[src/rtl/timer_ctrl.sv]
// rtl/timer_ctrl.sv - multi-channel interval timer sharing one free-running prescaler
// Optional sticky overrun flags are built only when TIMER_CTRL_OVERRUN_EN is defined.
module timer_ctrl #(
  parameter int NUM_CH   = 4,
  parameter int CNT_W    = 16,
  parameter int PRESCALE = 50
) (
  input  logic                      clock,
  input  logic                      reset,
  input  logic                      cmd_valid,
  output logic                      cmd_ready,
  input  logic [1:0]                cmd_op,
  input  logic [$clog2(NUM_CH)-1:0] cmd_ch,
  input  logic [CNT_W-1:0]          cmd_period,
  input  logic                      cmd_periodic,
  output logic [NUM_CH-1:0]         active,
  output logic [NUM_CH-1:0]         irq,
  input  logic [NUM_CH-1:0]         irq_ack,
  output logic [NUM_CH-1:0]         overrun
);
  localparam int CH_W = $clog2(NUM_CH);
  localparam int PS_W = $clog2(PRESCALE);
  localparam logic [1:0] OP_START = 2'd1;
  localparam logic [1:0] OP_STOP  = 2'd2;

  typedef enum logic {IDLE, RUN} state_t;

  logic [PS_W-1:0]   presc_q;
  logic              base_tick;
  logic              accept;
  state_t            state_q  [NUM_CH];
  state_t            state_d  [NUM_CH];
  logic [CNT_W-1:0]  count_q  [NUM_CH];
  logic [CNT_W-1:0]  count_d  [NUM_CH];
  logic [CNT_W-1:0]  period_q [NUM_CH];
  logic [CNT_W-1:0]  period_d [NUM_CH];
  logic [NUM_CH-1:0] mode_q, mode_d;
  logic [NUM_CH-1:0] irq_q, irq_d;

  assign base_tick = (presc_q == '0);
  assign accept    = cmd_valid & cmd_ready;

  always_ff @(posedge clock or negedge reset) begin
    if (!reset) begin
      presc_q   <= PS_W'(PRESCALE - 1);
      cmd_ready <= 1'b0;
      mode_q    <= '0;
      irq_q     <= '0;
      for (int i = 0; i < NUM_CH; i++) begin
        state_q[i]  <= IDLE;
        count_q[i]  <= '0;
        period_q[i] <= '0;
      end
    end else begin
      presc_q   <= base_tick ? PS_W'(PRESCALE - 1) : presc_q - PS_W'(1);
      cmd_ready <= 1'b1;
      mode_q    <= mode_d;
      irq_q     <= irq_d;
      for (int i = 0; i < NUM_CH; i++) begin
        state_q[i]  <= state_d[i];
        count_q[i]  <= count_d[i];
        period_q[i] <= period_d[i];
      end
    end
  end

  // Expiry is resolved first so a same-cycle command overrides count/state but never the irq set.
  always_comb begin
    mode_d = mode_q;
    irq_d  = irq_q & ~irq_ack;
    for (int i = 0; i < NUM_CH; i++) begin
      state_d[i]  = state_q[i];
      count_d[i]  = count_q[i];
      period_d[i] = period_q[i];
      if (state_q[i] == RUN && base_tick) begin
        if (count_q[i] == CNT_W'(1)) begin
          irq_d[i] = 1'b1;
          if (mode_q[i]) begin
            count_d[i] = period_q[i];
          end else begin
            state_d[i] = IDLE;
            count_d[i] = '0;
          end
        end else begin
          count_d[i] = count_q[i] - CNT_W'(1);
        end
      end
      if (accept && cmd_ch == CH_W'(i)) begin
        if (cmd_op == OP_START && cmd_period != '0) begin
          state_d[i]  = RUN;
          count_d[i]  = cmd_period;
          period_d[i] = cmd_period;
          mode_d[i]   = cmd_periodic;
        end else if (cmd_op == OP_STOP) begin
          state_d[i] = IDLE;
          count_d[i] = '0;
        end
      end
    end
  end

  always_comb begin
    active = '0;
    for (int i = 0; i < NUM_CH; i++) begin
      active[i] = (state_q[i] == RUN);
    end
  end

  assign irq = irq_q;

`ifdef TIMER_CTRL_OVERRUN_EN
  logic [NUM_CH-1:0] expire;
  logic [NUM_CH-1:0] ovr_q;

  always_comb begin
    expire = '0;
    for (int i = 0; i < NUM_CH; i++) begin
      expire[i] = (state_q[i] == RUN) && base_tick && (count_q[i] == CNT_W'(1));
    end
  end

  // An unacked irq that fires again means software missed an event.
  always_ff @(posedge clock or negedge reset) begin
    if (!reset) begin
      ovr_q <= '0;
    end else begin
      ovr_q <= (ovr_q | (expire & irq_q & ~irq_ack)) & ~(irq_ack & ~expire);
    end
  end

  assign overrun = ovr_q;
`else
  assign overrun = '0;
`endif

endmodule

[config.mk]
export PLATFORM = sky130hd
export DESIGN_NAME = timer_ctrl
export DESIGN_NICKNAME = d
export VERILOG_FILES = /design/src/rtl/timer_ctrl.sv
export SDC_FILE = /design/constraint.sdc
export NUM_CORES = 1
export LEC_CHECK = 0
export ABC_AREA = 1
export CAP_MARGIN = 25
export CORE_UTILIZATION = 40
export CTS_CLUSTER_DIAMETER = 50
export CTS_CLUSTER_SIZE = 28
export DETAILED_ROUTE_END_ITERATION = 10
export DONT_BUFFER_PORTS = 1
export MAX_ROUTING_LAYER = met4
export PLACE_DENSITY = 0.62
export RECOVER_POWER = 50
export SLEW_MARGIN = 5
export SYNTH_ARGS = -nofsm -noshare
export SYNTH_HDL_FRONTEND = slang
export SYNTH_SLANG_ARGS = --single-unit
[constraint.sdc]
create_clock -name clock -period 2.3 [get_ports clock]
set_clock_uncertainty 0.05 [all_clocks]
set_input_delay 0.23 -clock clock [delete_from_list [all_inputs] [get_ports clock]]
set_output_delay 0.23 -clock clock [all_outputs]
set_load 0.02 [all_outputs]
# [Yosys cells after proc, flatten, opt, wreduce, memory -nomap -nowiden]
# Cells that the tools add are included.
[op_classes] n_addsub=5 n_eq_ne=9 muxes=57 bitwise_logic=3 reduce_logical=16
[ops] op="$mux W16" n=24
[ops] op="$eq A16 B1 Y1 const B" n=4
[ops] op="$sub A16 B1 Y16 const B" n=4
[ops] op="$mux W1" n=32
[ops] op="$reduce_bool A16 Y1" n=1
[ops] op="$logic_and A1 B1 Y1" n=9
[ops] op="$reduce_and A2 Y1" n=4
[ops] op="$eq A2 B2 Y1 const B" n=3
[ops] op="$logic_not A6 Y1" n=1
[ops] op="$mux W6" n=1
[ops] op="$sub A6 B1 Y6 const B" n=1
[ops] op="$and A4 B4 Y4" n=1
[ops] op="$eq A2 B1 Y1 const B" n=2
[ops] op="$not A4 Y4" n=1
[ops] op="$logic_not A2 Y1" n=1
[ops] op="$and A1 B1 Y1" n=1
[word_totals] register_bits=147 inputBits=28 output_inout_bits=13 elab_cells=109

# [Longest topological paths before layout]
[depth] depth_word=6 depth_mapped=14 ltp_nobuf=13

# [Worst setup path after synthesis]
# No wires, ideal clock.
[synth_timing] path_type="reg2reg" startpoint="reg presc_q[0]" endpoint="reg count_q[4] in the netlist's numbering" setup_ns=0.124 t_arrival_ns=1.630 required_ns=2.126 setup_slack_ns=0.496 path_stages_with_launch=10 n_path_buf=1 period_less_slack_ns=1.804 cell_sequence="dfstp_2 inv_1 ha_1 nand3_4 inv_2 nand2_2 clkinv_2 buf_4 o211ai_1 nand2_1"
[synth_rtl] element="start: declaration" line="28" text="logic [PS_W-1:0] presc_q;"
[synth_rtl] element="start signal: assignment" line="45" text="presc_q <= PS_W'(PRESCALE - 1);"
[synth_rtl] element="start signal: assignment" line="55" text="presc_q <= base_tick ? PS_W'(PRESCALE - 1) : presc_q - PS_W'(1);"
[synth_rtl] element="end signal: indexed assignment" line="61" text="count_q[i] <= count_d[i];"
[synth_rtl] element="end: declaration" line="33" text="logic [CNT_W-1:0] count_q [NUM_CH];"

==> results summary <==
Synthesis inferred 147 register bits. The number of failing hold endpoints at the final stage is 147. The repair_antennas step left the layout with diodes totalling 0.

In this run the worst path has a maximum fanout of 16. The mean routed wirelength per cell came out at around 17 um. Clock latency on the worst-skew pair, taken at its later pin, is approximately 0.43 ns. The leakage power summed over all cells came out at 5.38 nW. The hold-fix buffer count after cts is 21. The average footprint of a synthesized cell is 6.84 um^2.

The number of ports placed on the die boundary is slightly above 40. The share of synthesized flip-flops with an asynchronous set or reset is 100%. The flow ran to the end, but the final reports show violations.

After synthesis, the largest family of logic cells by area is simple AND/OR/NAND/NOR gates. The total number of H-tree levels came out at 4. The path depth of the worst reg2reg path is 9.

The number of nets still failing antenna checks after routing is 0. The maximum vdd ir drop came out at ~0.00046 V. The beginning of the worst register-to-register path is presc_q[0].

Of the total synthesized cell area, the portion taken by full adders, half adders and majority gates is around 1.7%. The via count of the first global-routing pass was 7763. The synthesized netlist devotes 6.96% of its cell area to compound gates. The number of buffers added on ports came out at 0. The worst setup path is of the reg -> reg kind.

The combined global-route utilization of all metal layers came out at roughly 26%. The setup slack of the most critical reg-to-reg path came out at 0.21 ns. Yosys mapped a number of flops with a built-in enable equal to 0. The number of cells produced by synthesis came out at 1294. TritonCTS built the clock tree.

After clock tree synthesis, the clock-pin slew on the worst setup and hold paths is 0.06 ns. The required time reported for the critical path endpoint came out at 2.57 ns. The register cell area after layout came out at 3680 um^2. The first global-routing pass estimated 42300 um of wire. Derived from the worst setup path, the maximum achievable clock frequency is 479 MHz. The count of maximum capacitance violations is 0. The post-layout instance count excluding filler cells came out at 1609. The minimum setup slack in the final design is 0.214 ns. The starting utilization of the core area came out at 40.7%. The vias after detailed routing came out at 8181. The starting DRC count in detailed routing is 514. The die area came out at 22700 um^2. In the synthesized netlist the dominant register cell turns out to be sky130_fd_sc_hd__dfrtp_1. The endpoint identified for the worst register-to-register timing path is count_q[59]. The number of detailed-routing iterations run before antenna repair came out at 5. Of the synthesized area, sequential elements account for roughly two fifths.

The tightest hold path in the finished design has a slack of -0.555 ns. The relative max-transition margin came out at 64.1%. The area growth from synthesis to layout is 11.6%. The final-report max-slew violation count came out at 0. The data arrival at the endpoint of the critical path is 2.36 ns. The initial antenna violation count is 1.

The power per cell area came out at 867 nW/um^2. The die extent in x is about 150 um. The root buffer cell chosen for the clock tree is sky130_fd_sc_hd__clkbuf_16. The mux share of post-synthesis cell area is 0%.

STA classifies the critical path startpoint as a flip-flop. STA classifies the critical path endpoint as a flip-flop. The placed instance count came out at around 1600. The HPWL after detailed placement is 17300 um. The tightest min-delay check is of the in -> async type.

The area share of xor/xnor cells in the synthesized design is 1.29%. The layout net count came out at 1356. The number of filler instances in the final layout is between 2000 and 2500. Cells with a size suffix above 1 make up under 10% of the layout.

For this design, the sink count on the clock tree is 147. The maximum number of buffers from clock root to sink is 2. The post-route setup TNS is 0 ns.

After floorplanning, the core was divided into 54 placement rows. The number of warning messages in the yosys log is 0. Entering global routing, the biggest net connects 148 pins. The overall routed net length came out at 26600 um.

The portion of the clock cycle consumed by the worst path in the final layout is between 90% and 100%. The worst slack at placement came out at 0.308 ns. The simple-gate share of the synthesized area came out at approximately two fifths.

Setup violations remaining at the end of the flow were counted as 0. The final weighted congestion of routability-driven global placement came out at 0.923. After detailed routing, the number of remaining DRC violations is 0. The measured slew at the worst slew-check pin is 0.536 ns. In the final layout, the multi-input gates occupy 4510 um^2.

Summed over all layers, the global routing overflow is 0. The die span in y is 151 um. The total setup buffers inserted after CTS is 0. The number of distinct library cells after synthesis came out at 34. The area of the placeable core came out at 21800 um^2. The final reports fail on negative hold slack. The final period demand of the worst path is 2.09 ns. Setup repair after global routing left no endpoint under its margin. The ratio of routed vias to standard cells is 5.08. Clock tree synthesis inserted a total of 17 buffers. The total standard cell area after synthesis is 8860 um^2.
==> area by class of cell <==
type,instances,share of cell area (%)
Inverter,125,4.79
Tap cell,280,3.54
Timing Repair Buffer,33,3.04
Clock buffer,18,4.34
Sequential cell,147,37.3
Clock inverter,14,1.41
Multi-Input combinational cell,992,45.6
==> cell usage after synthesis, drive strengths merged, types with 9 or more instances <==
cell / count / area share, %
o21ai: 58 / 3.3
xor2: 13 / 1.3
ha: 12 / 1.7
nand4: 24 / 1.7
a21oi: 35 / 2.0
buf: 29 / 2.1
o211ai: 17 / 1.5
nor3: 9 / 0.57
dfrtp: 144 / 41
nand2: 564 / 24
nor2: 141 / 7.2
nand3: 99 / 6.0
inv: 124 / 5.3
==> layer usage <==
metal | GRT usage (%) | wire [um] | part of all wire, % | vias to the layer above
met2 | 39.6 | 12000 | 45 | 167
met5 | - | 0 | 0 | -
met3 | 5.45 | 1430 | 5.4 | 30
met4 | 8.10 | 592 | 2.2 | 0
met1 | 33.7 | 12600 | 47 | 3877
li1 | - | - | - | 4107
==> stage by stage <==
| stage | cell area [um^2] | utilization, % | total power [mW] |
|---|---|---|---|
| 2_1_floorplan | 8870 | - | 5.20 |
| 3_3_place_gp | 9100 | 41.9 | 5.71 |
| 3_5_place_dp | 9100 | 41.9 | 5.73 |
| 4_1_cts | 9880 | 45.4 | 8.58 |
| 5_1_grt | 9880 | 45.4 | 9.13 |
| 6_report | 9880 | 45.4 | 8.57 |
==> report_power, final <==
part / leakage [nW] / internal (mW) / total [mW] / switching (mW)
combinational: 3.23 / 0.812 / 2.38 / 1.56
clock: 0.276 / 1.59 / 2.76 / 1.17
sequential: 1.88 / 3.03 / 3.43 / 0.405
total: 5.38 / 5.43 / 8.57 / 3.14
==> flip-flops by register name (all words and copies together) (netlist names) <==
name,flops
period_q,64
count_q,64
mode_q,4
presc_q,6
active,4
cmd_ready,1
irq,4
==> cell usage in the layout, fill, tap and decap left out, types with 9 or more instances in the layout <==
cell,n
sky130_fd_sc_hd__o211ai_1,16
sky130_fd_sc_hd__nand4_1,24
sky130_fd_sc_hd__inv_1,109
sky130_fd_sc_hd__nor2_1,117
sky130_fd_sc_hd__inv_2,14
sky130_fd_sc_hd__ha_1,12
sky130_fd_sc_hd__nor2_2,15
sky130_fd_sc_hd__o21ai_1,11
sky130_fd_sc_hd__nand3_1,93
sky130_fd_sc_hd__clkbuf_16,17
sky130_fd_sc_hd__dfrtp_1,144
sky130_fd_sc_hd__dlygate4sd3_1,21
sky130_fd_sc_hd__buf_4,12
sky130_fd_sc_hd__nand2_1,553
sky130_fd_sc_hd__nor2_4,9
sky130_fd_sc_hd__xor2_1,13
sky130_fd_sc_hd__a21oi_1,35
sky130_fd_sc_hd__o21ai_0,47
==> worst max-delay path by stage <==
stage | from | end
6_report | presc_q[0] | count_q[59]
2_1_floorplan | presc_q[0] | count_q[4]
5_1_grt | presc_q[0] | count_q[59]
3_3_place_gp | presc_q[0] | count_q[59]
3_5_place_dp | presc_q[0] | count_q[59]
4_1_cts | presc_q[0] | count_q[59]
==> worst max-delay path, stage by stage, from the launching register on <==
cell and delay [ns]:
sky130_fd_sc_hd__dfstp_1 0.37, sky130_fd_sc_hd__inv_1 0.08, sky130_fd_sc_hd__ha_1 0.29, sky130_fd_sc_hd__nand3_4 0.18, sky130_fd_sc_hd__nor2_4 0.32, sky130_fd_sc_hd__inv_2 0.22
sky130_fd_sc_hd__o21ai_0 0.27, sky130_fd_sc_hd__nand2_1 0.09, sky130_fd_sc_hd__nand2_1 0.06, sky130_fd_sc_hd__nand2_1 0.05
==> what timing repair did <==
item	CTS	global route
hold endpoints to repair	283	147
setup endpoints to repair	0	0
gates resized for setup	0	0
==> kinds of logic after synthesis <==
kind of cell | after synthesis
flip-flops | 147
XOR/XNOR | 13
AND/OR/NAND/NOR | 849
AO/OA/AOI/OAI | 113
buffers and inverters | 158
adder cells (fa/ha/maj) | 12
other | 2
Note: power is estimated with default switching activity, not from simulation.
